`src/rtl/led_pattern_sched_if.sv`:
```
// Host configuration handshake for led_pattern_sched.
// The host (master) holds cfg_wr with channel, mode and phase until the
// scheduler (slave) answers with a one-cycle cfg_ack.
interface led_pattern_sched_if #(
  parameter int NUM_CH         = 4,
  parameter int LUT_ADDR_WIDTH = 8
);
  localparam int CH_W = $clog2(NUM_CH);

  logic                      cfg_wr;
  logic [CH_W-1:0]           cfg_ch;
  logic [1:0]                cfg_mode;
  logic [LUT_ADDR_WIDTH-1:0] cfg_phase;
  logic                      cfg_ack;

  modport master (output cfg_wr, cfg_ch, cfg_mode, cfg_phase, input cfg_ack);
  modport slave  (input cfg_wr, cfg_ch, cfg_mode, cfg_phase, output cfg_ack);
endinterface

```
`src/rtl/led_pattern_sched.sv`:
```
// led_pattern_sched: multi-channel LED pattern scheduler.
// One registered brightness ROM is shared by NUM_CH channels. A free-running
// prescaler produces a step tick; each tick advances BREATHE phases and starts
// a round-robin sweep that reads the ROM once per channel and registers one
// PWM duty value per channel.
// Optional feature: define LED_SCHED_SYNC_EN to add the in_sync input, which
// restarts the prescaler and realigns every phase to its last written value.
module led_pattern_sched #(
  parameter int NUM_CH         = 4,
  parameter int LUT_ADDR_WIDTH = 8,
  parameter int LUT_DATA_WIDTH = 8,
  parameter int STEP_DIV_WIDTH = 16
) (
  input  logic                               in_clk,
  input  logic                               in_rst_n,
`ifdef LED_SCHED_SYNC_EN
  input  logic                               in_sync,
`endif
  led_pattern_sched_if.slave                 cfg,
  output logic [LUT_ADDR_WIDTH-1:0]          out_lut_addr,
  input  logic [LUT_DATA_WIDTH-1:0]          in_lut_data,
  output logic [NUM_CH*LUT_DATA_WIDTH-1:0]   out_pwm_val,
  output logic                               out_sweep_done
);

  localparam int CH_W = $clog2(NUM_CH);
  localparam logic [CH_W-1:0] LAST_CH = CH_W'(NUM_CH - 1);

  typedef enum logic [1:0] {
    ST_IDLE  = 2'b00,
    ST_SWEEP = 2'b01,
    ST_DRAIN = 2'b10
  } state_t;

  typedef enum logic [1:0] {
    MODE_OFF     = 2'b00,
    MODE_ON      = 2'b01,
    MODE_BREATHE = 2'b10,
    MODE_HOLD    = 2'b11
  } mode_t;

  state_t                    state_q, state_d;
  logic [CH_W-1:0]           ch_q, ch_d;
  logic [STEP_DIV_WIDTH-1:0] prescaler_q, prescaler_d;
  mode_t                     mode_q  [NUM_CH];
  mode_t                     mode_d  [NUM_CH];
  logic [LUT_ADDR_WIDTH-1:0] phase_q [NUM_CH];
  logic [LUT_ADDR_WIDTH-1:0] phase_d [NUM_CH];
  logic [LUT_DATA_WIDTH-1:0] pwm_q   [NUM_CH];
  logic [LUT_ADDR_WIDTH-1:0] lut_addr_q, lut_addr_d;
  logic                      cap_valid_q;
  logic [CH_W-1:0]           cap_ch_q;
  logic                      done_q;

  logic tick;
  logic sync_apply;
  logic wr_apply;
  logic ch_valid;

`ifdef LED_SCHED_SYNC_EN
  logic [LUT_ADDR_WIDTH-1:0] wr_phase_q [NUM_CH];
  logic [LUT_ADDR_WIDTH-1:0] wr_phase_d [NUM_CH];
  logic                      sync_pend_q, sync_pend_d;
  logic                      sync_req;

  // A sync seen outside IDLE is remembered and applied on return to IDLE.
  always_comb begin
    sync_req    = in_sync | sync_pend_q;
    sync_apply  = sync_req & (state_q == ST_IDLE);
    sync_pend_d = sync_req & ~sync_apply;
  end
`else
  assign sync_apply = 1'b0;
`endif

  assign tick     = &prescaler_q;
  assign ch_valid = int'(cfg.cfg_ch) < NUM_CH;
  // Writes land only in IDLE and lose to a same-cycle sync; an out-of-range
  // channel is still acknowledged so the host never stalls.
  assign wr_apply    = cfg.cfg_wr & (state_q == ST_IDLE) & ~sync_apply;
  assign cfg.cfg_ack = wr_apply & in_rst_n;

  // Sweep sequencing: a tick in IDLE starts a pass over all channels, then one
  // DRAIN cycle lets the last ROM read come back.
  always_comb begin
    state_d = state_q;
    ch_d    = ch_q;
    case (state_q)
      ST_IDLE: begin
        if (tick && !sync_apply) begin
          state_d = ST_SWEEP;
          ch_d    = '0;
        end
      end
      ST_SWEEP: begin
        if (ch_q == LAST_CH) begin
          state_d = ST_DRAIN;
          ch_d    = '0;
        end else begin
          ch_d = ch_q + 1'b1;
        end
      end
      ST_DRAIN: begin
        state_d = ST_IDLE;
      end
      default: begin
        state_d = ST_IDLE;
        ch_d    = '0;
      end
    endcase
  end

  // Per-channel mode/phase update: sync realigns, tick advances BREATHE, and a
  // config write overrides both so the loaded phase is not stepped this cycle.
  always_comb begin
    prescaler_d = sync_apply ? '0 : prescaler_q + 1'b1;
    for (int i = 0; i < NUM_CH; i++) begin
      mode_d[i]  = mode_q[i];
      phase_d[i] = phase_q[i];
`ifdef LED_SCHED_SYNC_EN
      wr_phase_d[i] = wr_phase_q[i];
      if (sync_apply) begin
        phase_d[i] = wr_phase_q[i];
      end else
`endif
      if (tick && mode_q[i] == MODE_BREATHE) begin
        phase_d[i] = phase_q[i] + 1'b1;
      end
      if (wr_apply && ch_valid && int'(cfg.cfg_ch) == i) begin
        mode_d[i]  = mode_t'(cfg.cfg_mode);
        phase_d[i] = cfg.cfg_phase;
`ifdef LED_SCHED_SYNC_EN
        wr_phase_d[i] = cfg.cfg_phase;
`endif
      end
    end
  end

  // The ROM address is registered from next-cycle values so channel i's
  // address is on the pins during the i-th SWEEP cycle.
  assign lut_addr_d = (state_d == ST_SWEEP) ? phase_d[ch_d] : '0;

  // FSM state and sweep channel counter.
  always_ff @(posedge in_clk or negedge in_rst_n) begin
    if (!in_rst_n) begin
      state_q <= ST_IDLE;
      ch_q    <= '0;
    end else begin
      state_q <= state_d;
      ch_q    <= ch_d;
    end
  end

  // Prescaler, channel configuration and ROM address registers.
  always_ff @(posedge in_clk or negedge in_rst_n) begin
    if (!in_rst_n) begin
      prescaler_q <= '0;
      lut_addr_q  <= '0;
      for (int i = 0; i < NUM_CH; i++) begin
        mode_q[i]  <= MODE_OFF;
        phase_q[i] <= '0;
      end
    end else begin
      prescaler_q <= prescaler_d;
      lut_addr_q  <= lut_addr_d;
      for (int i = 0; i < NUM_CH; i++) begin
        mode_q[i]  <= mode_d[i];
        phase_q[i] <= phase_d[i];
      end
    end
  end

`ifdef LED_SCHED_SYNC_EN
  // Last written phase per channel and the pending-sync flag.
  always_ff @(posedge in_clk or negedge in_rst_n) begin
    if (!in_rst_n) begin
      sync_pend_q <= 1'b0;
      for (int i = 0; i < NUM_CH; i++) begin
        wr_phase_q[i] <= '0;
      end
    end else begin
      sync_pend_q <= sync_pend_d;
      for (int i = 0; i < NUM_CH; i++) begin
        wr_phase_q[i] <= wr_phase_d[i];
      end
    end
  end
`endif

  // Capture runs one cycle behind issue to match the ROM read latency; the
  // mode chooses between a fixed level and the ROM value.
  always_ff @(posedge in_clk or negedge in_rst_n) begin
    if (!in_rst_n) begin
      cap_valid_q <= 1'b0;
      cap_ch_q    <= '0;
      done_q      <= 1'b0;
      for (int i = 0; i < NUM_CH; i++) begin
        pwm_q[i] <= '0;
      end
    end else begin
      cap_valid_q <= (state_q == ST_SWEEP);
      cap_ch_q    <= ch_q;
      done_q      <= (state_q == ST_DRAIN);
      if (cap_valid_q) begin
        case (mode_q[cap_ch_q])
          MODE_OFF: pwm_q[cap_ch_q] <= '0;
          MODE_ON:  pwm_q[cap_ch_q] <= '1;
          default:  pwm_q[cap_ch_q] <= in_lut_data;
        endcase
      end
    end
  end

  assign out_lut_addr   = lut_addr_q;
  assign out_sweep_done = done_q;

  for (genvar g = 0; g < NUM_CH; g++) begin : g_pack
    assign out_pwm_val[g*LUT_DATA_WIDTH +: LUT_DATA_WIDTH] = pwm_q[g];
  end

endmodule
```
`src/flat_wrapper.sv`:
```
// flat-port wrapper written by rule: the top's interface ports become plain ports
module led_pattern_sched_flat 
#(
  parameter int NUM_CH         = 4,
  parameter int LUT_ADDR_WIDTH = 8,
  parameter int LUT_DATA_WIDTH = 8,
  parameter int STEP_DIV_WIDTH = 16
)
  (in_clk, in_rst_n, out_lut_addr, in_lut_data, out_pwm_val, out_sweep_done, cfg_cfg_wr, cfg_cfg_ch, cfg_cfg_mode, cfg_cfg_phase, cfg_cfg_ack);
  led_pattern_sched_if #(.NUM_CH(NUM_CH), .LUT_ADDR_WIDTH(LUT_ADDR_WIDTH)) cfg_i ();
  input  logic in_clk;
  input  logic in_rst_n;
  output logic [LUT_ADDR_WIDTH-1:0] out_lut_addr;
  input  logic [LUT_DATA_WIDTH-1:0] in_lut_data;
  output logic [NUM_CH*LUT_DATA_WIDTH-1:0] out_pwm_val;
  output logic out_sweep_done;
  input wire logic [$bits(cfg_i.cfg_wr)-1:0] cfg_cfg_wr;
  input wire logic [$bits(cfg_i.cfg_ch)-1:0] cfg_cfg_ch;
  input wire logic [$bits(cfg_i.cfg_mode)-1:0] cfg_cfg_mode;
  input wire logic [$bits(cfg_i.cfg_phase)-1:0] cfg_cfg_phase;
  output wire logic [$bits(cfg_i.cfg_ack)-1:0] cfg_cfg_ack;
  assign cfg_i.cfg_wr = cfg_cfg_wr;
  assign cfg_i.cfg_ch = cfg_cfg_ch;
  assign cfg_i.cfg_mode = cfg_cfg_mode;
  assign cfg_i.cfg_phase = cfg_cfg_phase;
  assign cfg_cfg_ack = cfg_i.cfg_ack;
  led_pattern_sched #(.NUM_CH(NUM_CH), .LUT_ADDR_WIDTH(LUT_ADDR_WIDTH), .LUT_DATA_WIDTH(LUT_DATA_WIDTH), .STEP_DIV_WIDTH(STEP_DIV_WIDTH)) u_core (.in_clk(in_clk), .in_rst_n(in_rst_n), .cfg(cfg_i), .out_lut_addr(out_lut_addr), .in_lut_data(in_lut_data), .out_pwm_val(out_pwm_val), .out_sweep_done(out_sweep_done));
endmodule
```
`config.mk`:
```
export PLATFORM = sky130hd
export DESIGN_NAME = led_pattern_sched_flat
export DESIGN_NICKNAME = d
export VERILOG_FILES = /design/src/rtl/led_pattern_sched_if.sv /design/src/rtl/led_pattern_sched.sv /design/src/flat_wrapper.sv
export SDC_FILE = /design/constraint.sdc
export NUM_CORES = 1
export LEC_CHECK = 0
export CAP_MARGIN = 30
export CORE_MARGIN = 1.5
export CORE_UTILIZATION = 56
export DETAILED_ROUTE_END_ITERATION = 8
export PLACE_DENSITY = 0.81
export SYNTH_ARGS = -nofsm -noshare
export SYNTH_HDL_FRONTEND = slang
export SYNTH_SLANG_ARGS = --single-unit
```
`constraint.sdc`:
```
create_clock -name in_clk -period 3.4 [get_ports in_clk]
set_input_delay 0.51 -clock in_clk [delete_from_list [all_inputs] [get_ports in_clk]]
set_output_delay 0.51 -clock in_clk [all_outputs]
set_load 0.02 [all_outputs]
```
==> results.json <==
{
  "holdCritPathClass": "in2async",
  "clk_path_buf_depth": 2,
  "crit_start": "u_core.prescaler_q[0]$_DFF_PN0_",
  "synthCells": 542,
  "fin_nets": 632,
  "fp.dieH_um": 100.1,
  "grt_pass1_wl_mm": 21.85,
  "drive_above_1_share": 0.08388,
  "fp.dieArea_um2": 10020,
  "timing.rr.start": "u_core.prescaler_q[0]$_DFF_PN0_",
  "synth_area_per_cell_um2": 9.740,
  "finalSetupTns_ns": 0,
  "ys_async_sr_fraction": 1.000,
  "dp_cells": 703,
  "endpoint_kind": "register",
  "htree_levels": 3,
  "rsz0062_at_grt": "false",
  "yosysSeqAreaShare": 0.4930,
  "gp_congestion": 1.016,
  "dp_hpwl_mm": 10.19,
  "via_count": 4601,
  "clk_pin_slew_worst_paths_ns": 0.11,
  "filler_cell_count": 717,
  "drt-pass1-iter-count": 5,
  "p_leak_nw": 2.742,
  "root_buffer": "clkbuf_8",
  "die_w_um": 100.1,
  "cp-start-kind": "register",
  "insertion_delay_ns": 0.38,
  "antenna_found_initial": 0,
  "wire_per_inst_um": 19.24,
  "critPathKind": "reg2reg",
  "crit_path_max_fanout": 13,
  "status": "completed",
  "start_util": 0.5740,
  "portBuffers": 64,
  "period_minus_slack_ns": 2.756,
  "synth_cell_types": 67,
  "area_delta_synth_final_pct": 18.46,
  "synth-main-ff-cell": "dfrtp_1",
  "synth_edf_count": 0,
  "grt_pass1_vias": 4406,
  "antenna_cells": 0,
  "crit_arrival_ns": 3.06,
  "post_cts.repair.setup_buffers": 0,
  "io_pins": 65,
  "rows": 35,
  "ys_ff_latch": 104,
  "ys_warn_count": 0,
  "required_ns": 3.70,
  "finalHoldViolations": 0,
  "grt_max_degree": 56,
  "cts_resized": 0,
  "core_um2": 9196,
  "antenna_left": 0,
  "synthesis.nets": 571,
  "wl_mm": 13.83,
  "drt_iter0_markers": 346,
  "vdd_drop_max_v": 0.0002655,
  "setup_violations": 0,
  "post-route-period-util": 0.8107,
  "netlist_area_um2": 5279,
  "drc": 0,
  "cap_violations": 0,
  "cts_tree": "yes",
  "slew_headroom": 0.5498,
  "clock_sinks": 104,
  "layout.cells.non_filler": 719,
  "gr-total-overflow": 0,
  "power_density_nw_per_um2": 419.2,
  "clock_skew_ns": 0.01423,
  "cts_made_buffers": 9,
  "cts_hold_buf": 0,
  "tightest_slew_ns": 0.6753,
  "grt_usage": 0.2836,
  "drv_slew": 0,
  "viasPerCell": 6.399,
  "fmax_mhz": 362.8
}
[layer usage]
metal  GRT usage  vias up  part of all wire
met5           0        -                 0
met3     0.04805       38             0.063
met1      0.3704     2236              0.43
met4      0.1333        0             0.034
li1            -     2112                 -
met2      0.4642      215              0.48
[worst max-delay path: stages, from the launching register on]
cell and delay (ns):
dfrtp_1 0.40, ha_1 0.26, nand4_1 0.29, or4_1 0.75, or4_1 0.60, nand3_1 0.17, nand3_1 0.13, o211ai_2 0.09
[worst paths after layout]
kind / end / slack, ns / cells past startpoint
worst max-delay path: u_core.out_lut_addr[4]$_DFF_PN0_ / 0.64 / 7
worst min-delay path: asynchronous set/reset pin / 0.30 / 2
worst max register to register: u_core.out_lut_addr[4]$_DFF_PN0_ / 0.64 / 7
worst min register to register: u_core.cap_ch_q[1]$_DFF_PN0_ / 0.47 / 0
max in group asynchronous: u_core.mode_q[1]$_DFFE_PN0P_ / 1.94 / 3
min in group in_clk: u_core.cap_ch_q[1]$_DFF_PN0_ / 0.47 / 0
[power by group]
group | internal [mW] | leakage [nW] | switching (mW)
Combinational | 0.160 | 1.31 | 0.251
Clock | 0.362 | 0.110 | 0.472
Sequential | 1.30 | 1.32 | 0.0703
[cell type report]
cell class                 instances  area, um2  share of cell area
sequential                       104       2603              0.4162
timing repair buffer              74      713.2              0.1140
clock inverter                     7      97.59             0.01561
inverter                          13      48.80            0.007803
tap                              111      138.9             0.02221
clock buffer                       9      123.9             0.01981
multi-input combinational        401       2529              0.4044
[per-stage QoR]
step	setup WS, ns	util	hold WS [ns]	instance area, um2	power, mW
6_report	0.6435	0.6800	0.2951	6254	2.621
5_1_grt	0.5560	0.6800	0.3492	6254	2.731
4_1_cts	0.6937	0.6800	0.3167	6254	2.628
3_5_place_dp	0.5488	0.6559	0.4432	6032	1.800
3_3_place_gp	0.5702	0.6559	0.4145	6032	1.784
2_1_floorplan	1.018	-	0.2144	5279	1.637
[cells by family (layout without fill, tap and decap cells)]
kind of cell             Yosys count  count (layout)  synth area share
multiplexers                       6               6           0.01138
flip-flops                       104             104            0.4930
AO/OA/AOI/OAI                    145             145            0.1970
AND/OR/NAND/NOR                  225             225            0.2249
buffers and inverters             37             103           0.02797
adder cells (fa/ha/maj)            6               6           0.01422
XOR/XNOR                          19              19           0.03152
[cell usage in the layout, fill, tap and decap left out, drive strengths merged, types with 6 or more instances in the layout]
cell,n
a21oi,27
a22o,24
a31oi,13
and2,6
and3,7
buf,11
clkbuf,9
clkdlybuf4s50,63
dfrtp,104
ha,6
inv,15
mux2i,6
nand2,54
nand3,19
nand4,13
nor2,58
nor2b,11
nor3,7
o21a,6
o21ai,22
o22a,8
or2,11
or3,10
xnor2,12
xor2,7
[cells in the mapped netlist, types with 3 or more instances]
master	n	share of area
dfrtp_1	104	0.49
nor2_1	58	0.041
nand2_1	54	0.038
a21oi_1	27	0.026
a22o_1	24	0.040
o21ai_0	21	0.020
clkbuf_1	20	0.014
nand3_1	19	0.018
a31oi_1	12	0.014
inv_1	12	0.0085
nand4_1	12	0.014
xnor2_1	12	0.020
nor2b_1	11	0.013
or2_2	11	0.013
or3_1	10	0.012
o22a_1	8	0.013
and3_1	7	0.0083
nor3_1	7	0.0066
xor2_1	7	0.012
and2_1	6	0.0071
ha_1	6	0.014
mux2i_1	6	0.011
o21a_1	6	0.0085
a21o_1	5	0.0071
nand2b_1	5	0.0059
nand3b_1	5	0.0071
a211o_1	3	0.0050
a22oi_1	3	0.0043
o221ai_1	3	0.0050
o22ai_1	3	0.0036
or4_1	3	0.0043
Note: power is estimated with default switching activity, not from simulation.
